### src/rtl/shift_normalizer_pkg.sv
// Shared types and constants for the shift_normalizer normalize / leading-count unit.
package shift_normalizer_pkg;
    localparam int XLEN  = 32;
    localparam int CNT_W = 6;

    typedef enum logic [1:0] {
        CLZ = 2'b00,
        CTZ = 2'b01,
        CLS = 2'b11
    } norm_mode_e;

    typedef enum logic [1:0] {
        IDLE,
        BUSY,
        DONE
    } norm_state_e;

    // f=10 is a reserved alias of CLZ
    function automatic norm_mode_e decode_mode(input logic [1:0] f);
        norm_mode_e m;
        case (f)
            2'b01:   m = CTZ;
            2'b11:   m = CLS;
            default: m = CLZ;
        endcase
        return m;
    endfunction
endpackage

### src/rtl/shift_normalizer_step.sv
// One binary-search step: tests a 2^step wide window and shifts it out when it is redundant.
module norm_step
    import shift_normalizer_pkg::*;
(
    input  logic [XLEN-1:0] work,
    input  norm_mode_e      mode,
    input  logic [2:0]      step,
    output logic [XLEN-1:0] work_nxt,
    output logic            taken
);
    logic [XLEN-1:0] ones, hi_m, lo_m, sg_m, sg_bits;
    logic [5:0]      w;

    always_comb begin
        ones     = '1;
        w        = 6'd1 << step;
        hi_m     = ~(ones >> w);
        lo_m     = ~(ones << w);
        // CLS window includes the sign bit itself, so it is one bit wider
        sg_m     = ~(ones >> (w + 6'd1));
        sg_bits  = work & sg_m;
        taken    = 1'b0;
        work_nxt = work;
        case (mode)
            CTZ: begin
                taken    = (work & lo_m) == '0;
                work_nxt = taken ? (work >> w) : work;
            end
            CLS: begin
                taken    = (sg_bits == '0) || (sg_bits == sg_m);
                work_nxt = taken ? (work << w) : work;
            end
            default: begin
                taken    = (work & hi_m) == '0;
                work_nxt = taken ? (work << w) : work;
            end
        endcase
    end
endmodule

### src/rtl/shift_normalizer.sv
// Multi-cycle CLZ/CTZ/CLS normalizer, one count bit per cycle (16,8,4,2,1).
// Optional SHIFT_NORMALIZER_EARLY_EXIT_EN: zero and trivially-normalized operands skip the search.
module shift_normalizer
    import shift_normalizer_pkg::*;
#(
    parameter int STEPS = 5
) (
    input  logic             clk,
    input  logic             reset,
    input  logic             in_valid,
    output logic             in_ready,
    input  logic [XLEN-1:0]  a,
    input  logic [1:0]       f,
    output logic             out_valid,
    input  logic             out_ready,
    output logic [CNT_W-1:0] count,
    output logic [XLEN-1:0]  y,
    output logic             zero
);
    norm_state_e      state, state_n;
    norm_mode_e       mode;
    logic [XLEN-1:0]  work, step_work;
    logic [CNT_W-1:0] acc, inc, fin_cnt;
    logic [2:0]       step;
    logic             taken, accept, early, early_zero;

    assign in_ready  = (state == IDLE);
    assign out_valid = (state == DONE);
    assign accept    = in_valid & in_ready;

`ifdef SHIFT_NORMALIZER_EARLY_EXIT_EN
    norm_mode_e in_mode;
    logic       early_triv;
    always_comb begin
        in_mode    = decode_mode(f);
        early_zero = (in_mode != CLS) && (a == '0);
        early_triv = ((in_mode == CLZ) && a[XLEN-1]) ||
                     ((in_mode == CTZ) && a[0]) ||
                     ((in_mode == CLS) && (a[XLEN-1] != a[XLEN-2]));
        early      = early_zero | early_triv;
    end
`else
    assign early      = 1'b0;
    assign early_zero = 1'b0;
`endif

    norm_step u_step (
        .work     (work),
        .mode     (mode),
        .step     (step),
        .work_nxt (step_work),
        .taken    (taken)
    );

    always_comb begin
        inc     = taken ? (CNT_W'(1) << step) : '0;
        fin_cnt = acc + inc;
    end

    always_comb begin
        state_n = state;
        case (state)
            IDLE:    if (accept) state_n = early ? DONE : BUSY;
            BUSY:    if (step == 3'd0) state_n = DONE;
            DONE:    if (out_ready) state_n = IDLE;
            default: state_n = IDLE;
        endcase
    end

    always_ff @(posedge clk) begin
        if (reset) begin
            state <= IDLE;
            mode  <= CLZ;
            work  <= '0;
            acc   <= '0;
            step  <= '0;
            count <= '0;
            y     <= '0;
            zero  <= 1'b0;
        end else begin
            state <= state_n;
            case (state)
                IDLE: if (accept) begin
                    work <= a;
                    mode <= decode_mode(f);
                    acc  <= '0;
                    step <= 3'(STEPS - 1);
                    if (early) begin
                        count <= early_zero ? CNT_W'(XLEN) : '0;
                        y     <= a;
                        zero  <= early_zero;
                    end
                end
                BUSY: begin
                    work <= step_work;
                    acc  <= fin_cnt;
                    if (step != 3'd0) begin
                        step <= step - 3'd1;
                    end else if ((mode != CLS) && (step_work == '0)) begin
                        count <= CNT_W'(XLEN);
                        y     <= '0;
                        zero  <= 1'b1;
                    end else if ((mode == CLS) && (fin_cnt == CNT_W'(XLEN - 1))) begin
                        // the search only reaches 31 when every bit equals the sign
                        count <= CNT_W'(XLEN - 1);
                        y     <= step_work;
                        zero  <= 1'b1;
                    end else begin
                        count <= fin_cnt;
                        y     <= step_work;
                        zero  <= 1'b0;
                    end
                end
                default: ;
            endcase
        end
    end

    a_step_range: assert property (@(posedge clk) disable iff (reset)
        (state == BUSY) |-> (32'(step) < STEPS));
endmodule

### config.mk
export PLATFORM = sky130hd
export DESIGN_NAME = shift_normalizer
export DESIGN_NICKNAME = d
export VERILOG_FILES = /design/src/rtl/shift_normalizer_pkg.sv /design/src/rtl/shift_normalizer_step.sv /design/src/rtl/shift_normalizer.sv
export SDC_FILE = /design/constraint.sdc
export NUM_CORES = 1
export LEC_CHECK = 0
export CORE_ASPECT_RATIO = 1.5
export CORE_MARGIN = 2
export CORE_UTILIZATION = 40
export DETAILED_ROUTE_END_ITERATION = 12
export MAX_ROUTING_LAYER = met4
export PLACE_DENSITY = 0.73
export SYNTH_ARGS = -nofsm -noshare
export SYNTH_HDL_FRONTEND = slang
export SYNTH_SLANG_ARGS = --single-unit
### constraint.sdc
create_clock -name clk -period 6.8 [get_ports clk]
set_input_delay 1.36 -clock clk [delete_from_list [all_inputs] [get_ports clk]]
set_output_delay 1.36 -clock clk [all_outputs]
set_load 0.005 [all_outputs]
==> results of run 1 <==
[cell usage after synthesis, types with 5 or more instances]
cell and instances:
o221ai_1 17, o21ai_0 65, o22ai_1 21, nand3_1 25, a21oi_1 109, o21ai_1 9, a211oi_1 29, a22oi_1 46
buf_1 15, o22a_1 5, o21a_1 6, mux2_2 15, a21o_1 9, nor2b_1 14, a221oi_1 17, o31a_1 6
nand2_1 159, nand4_1 9, a32oi_1 11, nand2b_1 19, o211ai_1 22, dfxtp_1 84, clkbuf_1 101, a31oi_1 14
and3b_1 5, nor4_1 6, and2_1 12, nand3b_1 12, mux2i_1 78, and3_1 10, inv_1 24, buf_4 9
buf_2 15, a22o_1 7, and4_1 7, ha_1 13, mux4_2 15, nor3_1 42, nor2_1 165
[logic make-up after synthesis]
kind of cell / after synthesis / share of synthesized area [%]
buffers and inverters: 175 / 7.724
AOI/OAI and AO/OA: 459 / 32.99
xor gates and xnor gates: 6 / 0.5490
and+or+nand+nor: 517 / 25.81
adders and majority gates: 14 / 1.908
muxes: 108 / 13.45
DFF: 84 / 17.57
[worst max-delay path, stage by stage, from the launching register on]
cell and delay, ns:
dfxtp_1 0.41, inv_1 0.13, ha_4 0.30, and2b_1 0.23
inv_2 0.31, buf_4 0.30, mux2i_1 0.95, and2_1 0.26
a211oi_1 0.09, a211oi_1 0.25, buf_4 0.20, inv_1 0.04
o41ai_1 0.39, a22oi_1 0.14, or4b_1 0.50, or4_1 0.56
and4bb_4 0.39, o31ai_1 0.09
[cell usage in the layout (no fill, tap or decap), types with 5 or more instances in the layout]
cell	netlist	layout
nand2b_1	19	19
a31oi_1	14	14
nand3_1	25	25
and3_1	10	10
nor3_1	42	42
clkdlybuf4s50_1	0	77
mux2_2	15	15
mux2i_1	78	78
a221oi_1	17	17
mux4_2	15	15
ha_1	13	11
nor2_1	165	163
and3b_1	5	5
and4_1	7	7
o211ai_1	22	22
nand3b_1	12	12
diode_2	0	5
o22a_1	5	5
o21ai_1	9	10
clkbuf_16	0	9
o21ai_0	65	64
nor2b_1	14	11
o21a_1	6	6
nand4_1	9	9
a32oi_1	11	11
nor4_1	6	5
a22oi_1	46	46
a22o_1	7	7
a21oi_1	109	109
a21o_1	9	9
a211oi_1	29	29
inv_1	24	24
o22ai_1	21	21
o31a_1	6	6
dfxtp_1	84	83
nand2_1	159	159
buf_4	9	60
and2_1	12	12
o221ai_1	17	17
[worst min path at each step]
stage | endpoint | slack (ns) | cells past startpoint | startpoint
3_3_place_gp | acc[4] | 0.46 | 2 | acc[4]
4_1_cts | acc[3] | 0.49 | 2 | acc[3]
6_report | acc[3] | 0.48 | 2 | acc[3]
2_1_floorplan | acc[0] | 0.45 | 2 | acc[0]
5_1_grt | acc[4] | 0.51 | 2 | acc[4]
3_5_place_dp | acc[4] | 0.48 | 2 | acc[4]
[flip-flops by register name, indices dropped and copies added (netlist names)]
signal / cells
mode: 2
work: 32
state: 2
y: 32
acc: 6
count: 6
zero: 1
step: 3
[metal layers]
| layer | part of all wire [%] | global-route usage, % |
|---|---|---|
| met5 | 0 | - |
| met2 | 43 | 68.82 |
| met1 | 34 | 53.62 |
| met3 | 12 | 16.68 |
| met4 | 11 | 38.99 |
[cell type report]
type,count,area (um^2)
sequential,84,1683
tap,319,399.1
fill,2447,12590
multi-input combinational,1104,7199
antenna,5,12.51
clock inverter,7,56.30
inverter,31,116.4
timing repair buffer,141,1286
clock buffer,9,225.2
[per-stage QoR]
step / utilization [%] / instances
finish: 46.58 / 1700
global route: 46.58 / 1700
CTS: 46.50 / 1695
detailed placement: 45.30 / 1679
global placement: 45.30 / 1679
floorplan: - / 1363
[report_power, final]
| part | internal, W | switching (W) |
|---|---|---|
| combinational | 0.000503 | 0.00106 |
| sequential | 0.000539 | 0.0000927 |
| clock | 0.000253 | 0.000230 |
==> impl_metrics.py, run 1 <==
metrics = {
    "final_layout": {
        "syn2layout_area_growth_pct": 14.68,
        "finalNetCount": 1423,
        "fin_area_mm2": 0.01098,
        "drive_gt1_share_pct": 11.05,
    },
    "logic_synthesis": {
        "synth_edf_count": 0,
        "ys_seq_area_share_pct": 17.57,
        "synth.top_cell.area_share_pct": 17.57,
        "synth_cells": 1363,
        "yosysTopAreaCell": "dfxtp_1",
        "ys_seq_elements": 84,
        "synthTopCellsByArea": "dfxtp_1, mux2i_1, nor2_1",
        "yosys_warnings": 0,
        "ys.flop_type": "dfxtp_1",
        "ys_types": 100,
        "syn_area_mm2": 0.009573,
        "synth_area_per_cell_um2": 7.023,
        "async_reset_ff_share_pct": 0,
        "syn-num-nets": 1415,
    },
    "setup_path": {
        "arrival_ns": 5.94,
        "r2r_start": "step[0]",
        "r2r_cells": 17,
        "cp-endpoint": "count[2]",
        "worst-endpoint-required_ns": 7.01,
        "crit_fanout": 28,
        "crit_path_start_kind": "register",
        "path_class": "register to register",
        "rrSetupSlack_ns": 1.08,
        "rr_endpoint": "count[2]",
        "crit_path_end_kind": "register",
        "critPathLaunch": "step[0]",
    },
    "clocking": {
        "post_cts_resized": 0,
        "clockRootBuffer": "clkbuf_16",
        "clkLatencyLatePin_ns": 0.36,
        "cts-htree-levels": 3,
        "clkSinkCount": 84,
        "postCtsSetupBuffers": 0,
        "cts_made_buffers": 9,
        "cts_buffer_depth": 2,
        "cts_tree": "done",
        "hold_buffers": 0,
        "clk_pin_slew_ns": 0.07,
    },
    "sta": {
        "slew_violations": 2,
        "setup_ws_ns": 1.078,
        "max_freq_mhz": 174.8,
        "holdWs_ns": 0.4828,
        "finalHoldViolCount": 0,
        "setup_viol": 0,
        "min_period_over_period_pct": 84.14,
        "period_needed_ns": 5.722,
        "slew_headroom_pct": -11.09,
        "tns_ns": 0,
        "rsz0062_at_grt": "no",
        "finClkSkew_ns": 0.009025,
        "worstMarginPinSlew_ns": 1.649,
    },
    "run_status": {
        "outcome": "finished, violations left",
        "violations": "max-capacitance violations, max-slew violations",
    },
    "placed_design": {
        "portBuffers": 78,
        "gp_congestion": 1.161,
        "place_ws_ns": 1.258,
        "dpl_cell_area_mm2": 0.01068,
        "place_hpwl_um": 42360,
    },
    "global_routing": {
        "grt_max_degree": 89,
        "track_usage_pct": 48.26,
        "grt_pass1_vias": 11670,
        "grt_pass1_wl_um": 84770,
        "grt_overflow": 0,
        "grt_antenna_before_repair": 5,
    },
    "die": {
        "initial_utilization_pct": 40.62,
        "fp-row-count": 69,
        "die_w_um": 130.3,
        "die_h_um": 193.5,
        "die_area_mm2": 0.02521,
        "ios": 79,
        "coreArea_mm2": 0.02357,
    },
    "run": {
        "drv_cap": 1,
    },
    "power_and_ir_drop": {
        "vdd_drop_max_v": 0.0002258,
        "leakagePower_nw": 4.177,
        "totalPowerFinal_w": 0.002674,
        "pwr_density_cell_mw_per_mm2": 243.6,
    },
    "routing": {
        "num_vias": 12340,
        "dr.pass1.iters": 7,
        "wl_um": 59170,
        "vias_per_cell": 7.256,
        "wl_per_cell_um": 34.80,
        "postRouteAntennaNets": 0,
        "drc": 0,
        "drtIter0Drc": 2037,
    },
    "worst_hold_path": {
        "hold_class": "register to register",
    },
}
Note: power is estimated with default switching activity, not from simulation.
==> inputs of run 2 (changes only) <==
--- a/config.mk
+++ b/config.mk
@@ -10,7 +10,7 @@
 export CORE_UTILIZATION = 40
 export DETAILED_ROUTE_END_ITERATION = 12
 export MAX_ROUTING_LAYER = met4
-export PLACE_DENSITY = 0.73
+export PLACE_DENSITY = 0.71
 export SYNTH_ARGS = -nofsm -noshare
 export SYNTH_HDL_FRONTEND = slang
 export SYNTH_SLANG_ARGS = --single-unit
==> constraint.sdc (replaced) <==
create_clock -name clk -period 5.6 [get_ports clk]
set_input_delay 1.12 -clock clk [delete_from_list [all_inputs] [get_ports clk]]
set_output_delay 1.12 -clock clk [all_outputs]
set_load 0.005 [all_outputs]
==> run 2 against run 1 <==
Effect of this change: sequential share of layout area fell by 0.45 points; maximum frequency increased by 8.5%; utilization is 1.4 points higher; the run now ends clean; routed wire length increased by 2.5%.
==> impl_metrics.py, run 2 (synthesized netlist as in run 1, its figures left out) <==
metrics = {
    "run_status": {
        "outcome": "complete, no violations",
    },
    "run": {
        "drv_cap": 0,
    },
    "final_layout": {
        "final_core_util_pct": 48.00,
        "largestRegisters": "work (32), y (32)",
        "finalNetCount": 1458,
        "fin_area_mm2": 0.01131,
        "drive_gt1_share_pct": 13.68,
        "layout_commonest_cell": "nor2_1",
        "syn2layout_area_growth_pct": 18.18,
        "layout_common_cells": "nor2_1, nand2_1, a21oi_1, buf_4, dfxtp_1",
    },
    "routing": {
        "vias_per_cell": 7.201,
        "wl_um": 60670,
        "drtIter0Drc": 2304,
        "num_vias": 12510,
        "dr.pass1.iters": 6,
        "postRouteAntennaNets": 0,
        "wl_per_cell_um": 34.93,
        "drc": 0,
    },
    "setup_path": {
        "slowest_delay_ns": 0.53,
        "crit_path_start_kind": "register",
        "worst-endpoint-required_ns": 5.82,
        "worstPathCellList": "buf_4 -> and2b_1 -> inv_2 -> ha_1 -> nand2b_1 -> a21oi_1 -> o221ai_1 -> a211oi_2 -> nand3_4 -> a21oi_2 -> o31ai_4 -> buf_12 -> a221o_1 -> or4b_1 -> or4_1 -> and4bb_4 -> o31ai_1",
        "path_class": "register to register",
        "arrival_ns": 5.50,
        "cp_slowest_cell": "or4b_1",
        "rrSetupSlack_ns": 0.33,
        "crit_fanout": 34,
        "crit_path_end_kind": "register",
        "crit_family": "simple AND/OR/NAND/NOR gates",
        "r2r_start": "step[2]",
        "path_buf_inv": 3,
        "r2r_cells": 17,
        "rr_endpoint": "count[2]",
    },
    "worst_hold_path": {
        "hold_depth": 2,
        "hold_start": "acc[5]",
        "min_to": "acc[5]",
        "hold_class": "register to register",
    },
    "global_routing": {
        "grt_antenna_before_repair": 6,
        "track_usage_pct": 50.09,
        "grt_max_degree": 60,
        "grt_overflow": 0,
        "grt_pass1_wl_um": 87170,
        "grt_pass1_vias": 11750,
    },
    "die": {
        "fp-row-count": 69,
        "initial_utilization_pct": 40.62,
        "die_h_um": 193.5,
        "coreArea_mm2": 0.02357,
        "die_area_mm2": 0.02521,
        "ios": 79,
        "die_w_um": 130.3,
    },
    "sta": {
        "max_freq_mhz": 189.6,
        "period_needed_ns": 5.274,
        "min_period_over_period_pct": 94.18,
        "worstMarginPinSlew_ns": 1.290,
        "slew_violations": 0,
        "setup_ws_ns": 0.3257,
        "finalHoldViolCount": 0,
        "slew_headroom_pct": 11.54,
        "finClkSkew_ns": 0.01197,
        "rsz0062_at_grt": "no",
        "tns_ns": 0,
        "setup_viol": 0,
    },
    "power_and_ir_drop": {
        "leakagePower_nw": 4.365,
        "pwr_density_cell_mw_per_mm2": 295.0,
        "vdd_drop_max_v": 0.0002107,
        "totalPowerFinal_w": 0.003338,
    },
    "clocking": {
        "cts_tree": "done",
        "cts_made_buffers": 9,
        "cts_buffer_depth": 2,
        "postCtsSetupBuffers": 0,
        "clk_pin_slew_ns": 0.08,
        "clockRootBuffer": "clkbuf_16",
        "cts-htree-levels": 3,
        "clkSinkCount": 84,
        "clkLatencyLatePin_ns": 0.38,
    },
    "placed_design": {
        "place_hpwl_um": 44870,
        "portBuffers": 78,
        "gp_congestion": 1.164,
        "place_ws_ns": 0.2966,
        "dpl_cell_area_mm2": 0.01099,
    },
}
run 2: worst max-delay path by stage:
stage / start / to / depth (start not counted)
CTS: step[1] / count[2] / 18
detailed placement: step[1] / count[2] / 18
floorplan: step[1] / zero / 29
finish: step[2] / count[2] / 17
global route: step[1] / count[2] / 18
global placement: step[1] / count[2] / 18
run 2: worst register-to-register path: stages, from the launching register on:
cell and delay [ns]:
dfxtp_2 0.37, buf_4 0.40, and2b_1 0.26, inv_2 0.20, ha_1 0.31, nand2b_1 0.08, a21oi_1 0.24, o221ai_1 0.18
a211oi_2 0.42, nand3_4 0.20, a21oi_2 0.24, o31ai_4 0.11, buf_12 0.19, a221o_1 0.40, or4b_1 0.53, or4_1 0.52
and4bb_4 0.38, o31ai_1 0.09
run 2: metrics by stage:
stage / cells / hold slack, ns
after floorplan: 1363 / 0.4522
after global placement: 1714 / 0.4661
after detailed placement: 1714 / 0.4723
after CTS: 1730 / 0.4836
after global routing: 1737 / 0.5039
final: 1737 / 0.4812
run 2: final cells by class:
class / instances / area (um^2)
Clock buffer: 10 / 239.0
Antenna cell: 7 / 17.52
Fill cell: 2443 / 12260
Multi-Input combinational cell: 1104 / 7229
Clock inverter: 6 / 53.80
Sequential cell: 84 / 1683
Timing Repair Buffer: 176 / 1574
Tap cell: 319 / 399.1
Inverter: 31 / 117.6
run 2: timing repair:
action,in CTS,in global routing
setup endpoints to repair,0,7
resized for setup,0,3
hold buffers,0,0
run 2: power breakdown:
group          internal, W  switching [W]  total (W)
Clock             0.000321       0.000297   0.000618
Combinational     0.000666        0.00130    0.00196
Sequential        0.000654       0.000105   0.000759
Total              0.00164        0.00170    0.00334
run 2: metal layers:
layer,GRT usage [%],wire [um],up-vias
met5,-,0,-
li1,-,-,5182
met3,15.10,6718,351
met1,56.75,20700,5930
met4,40.70,6941,0
met2,71.63,26320,1045
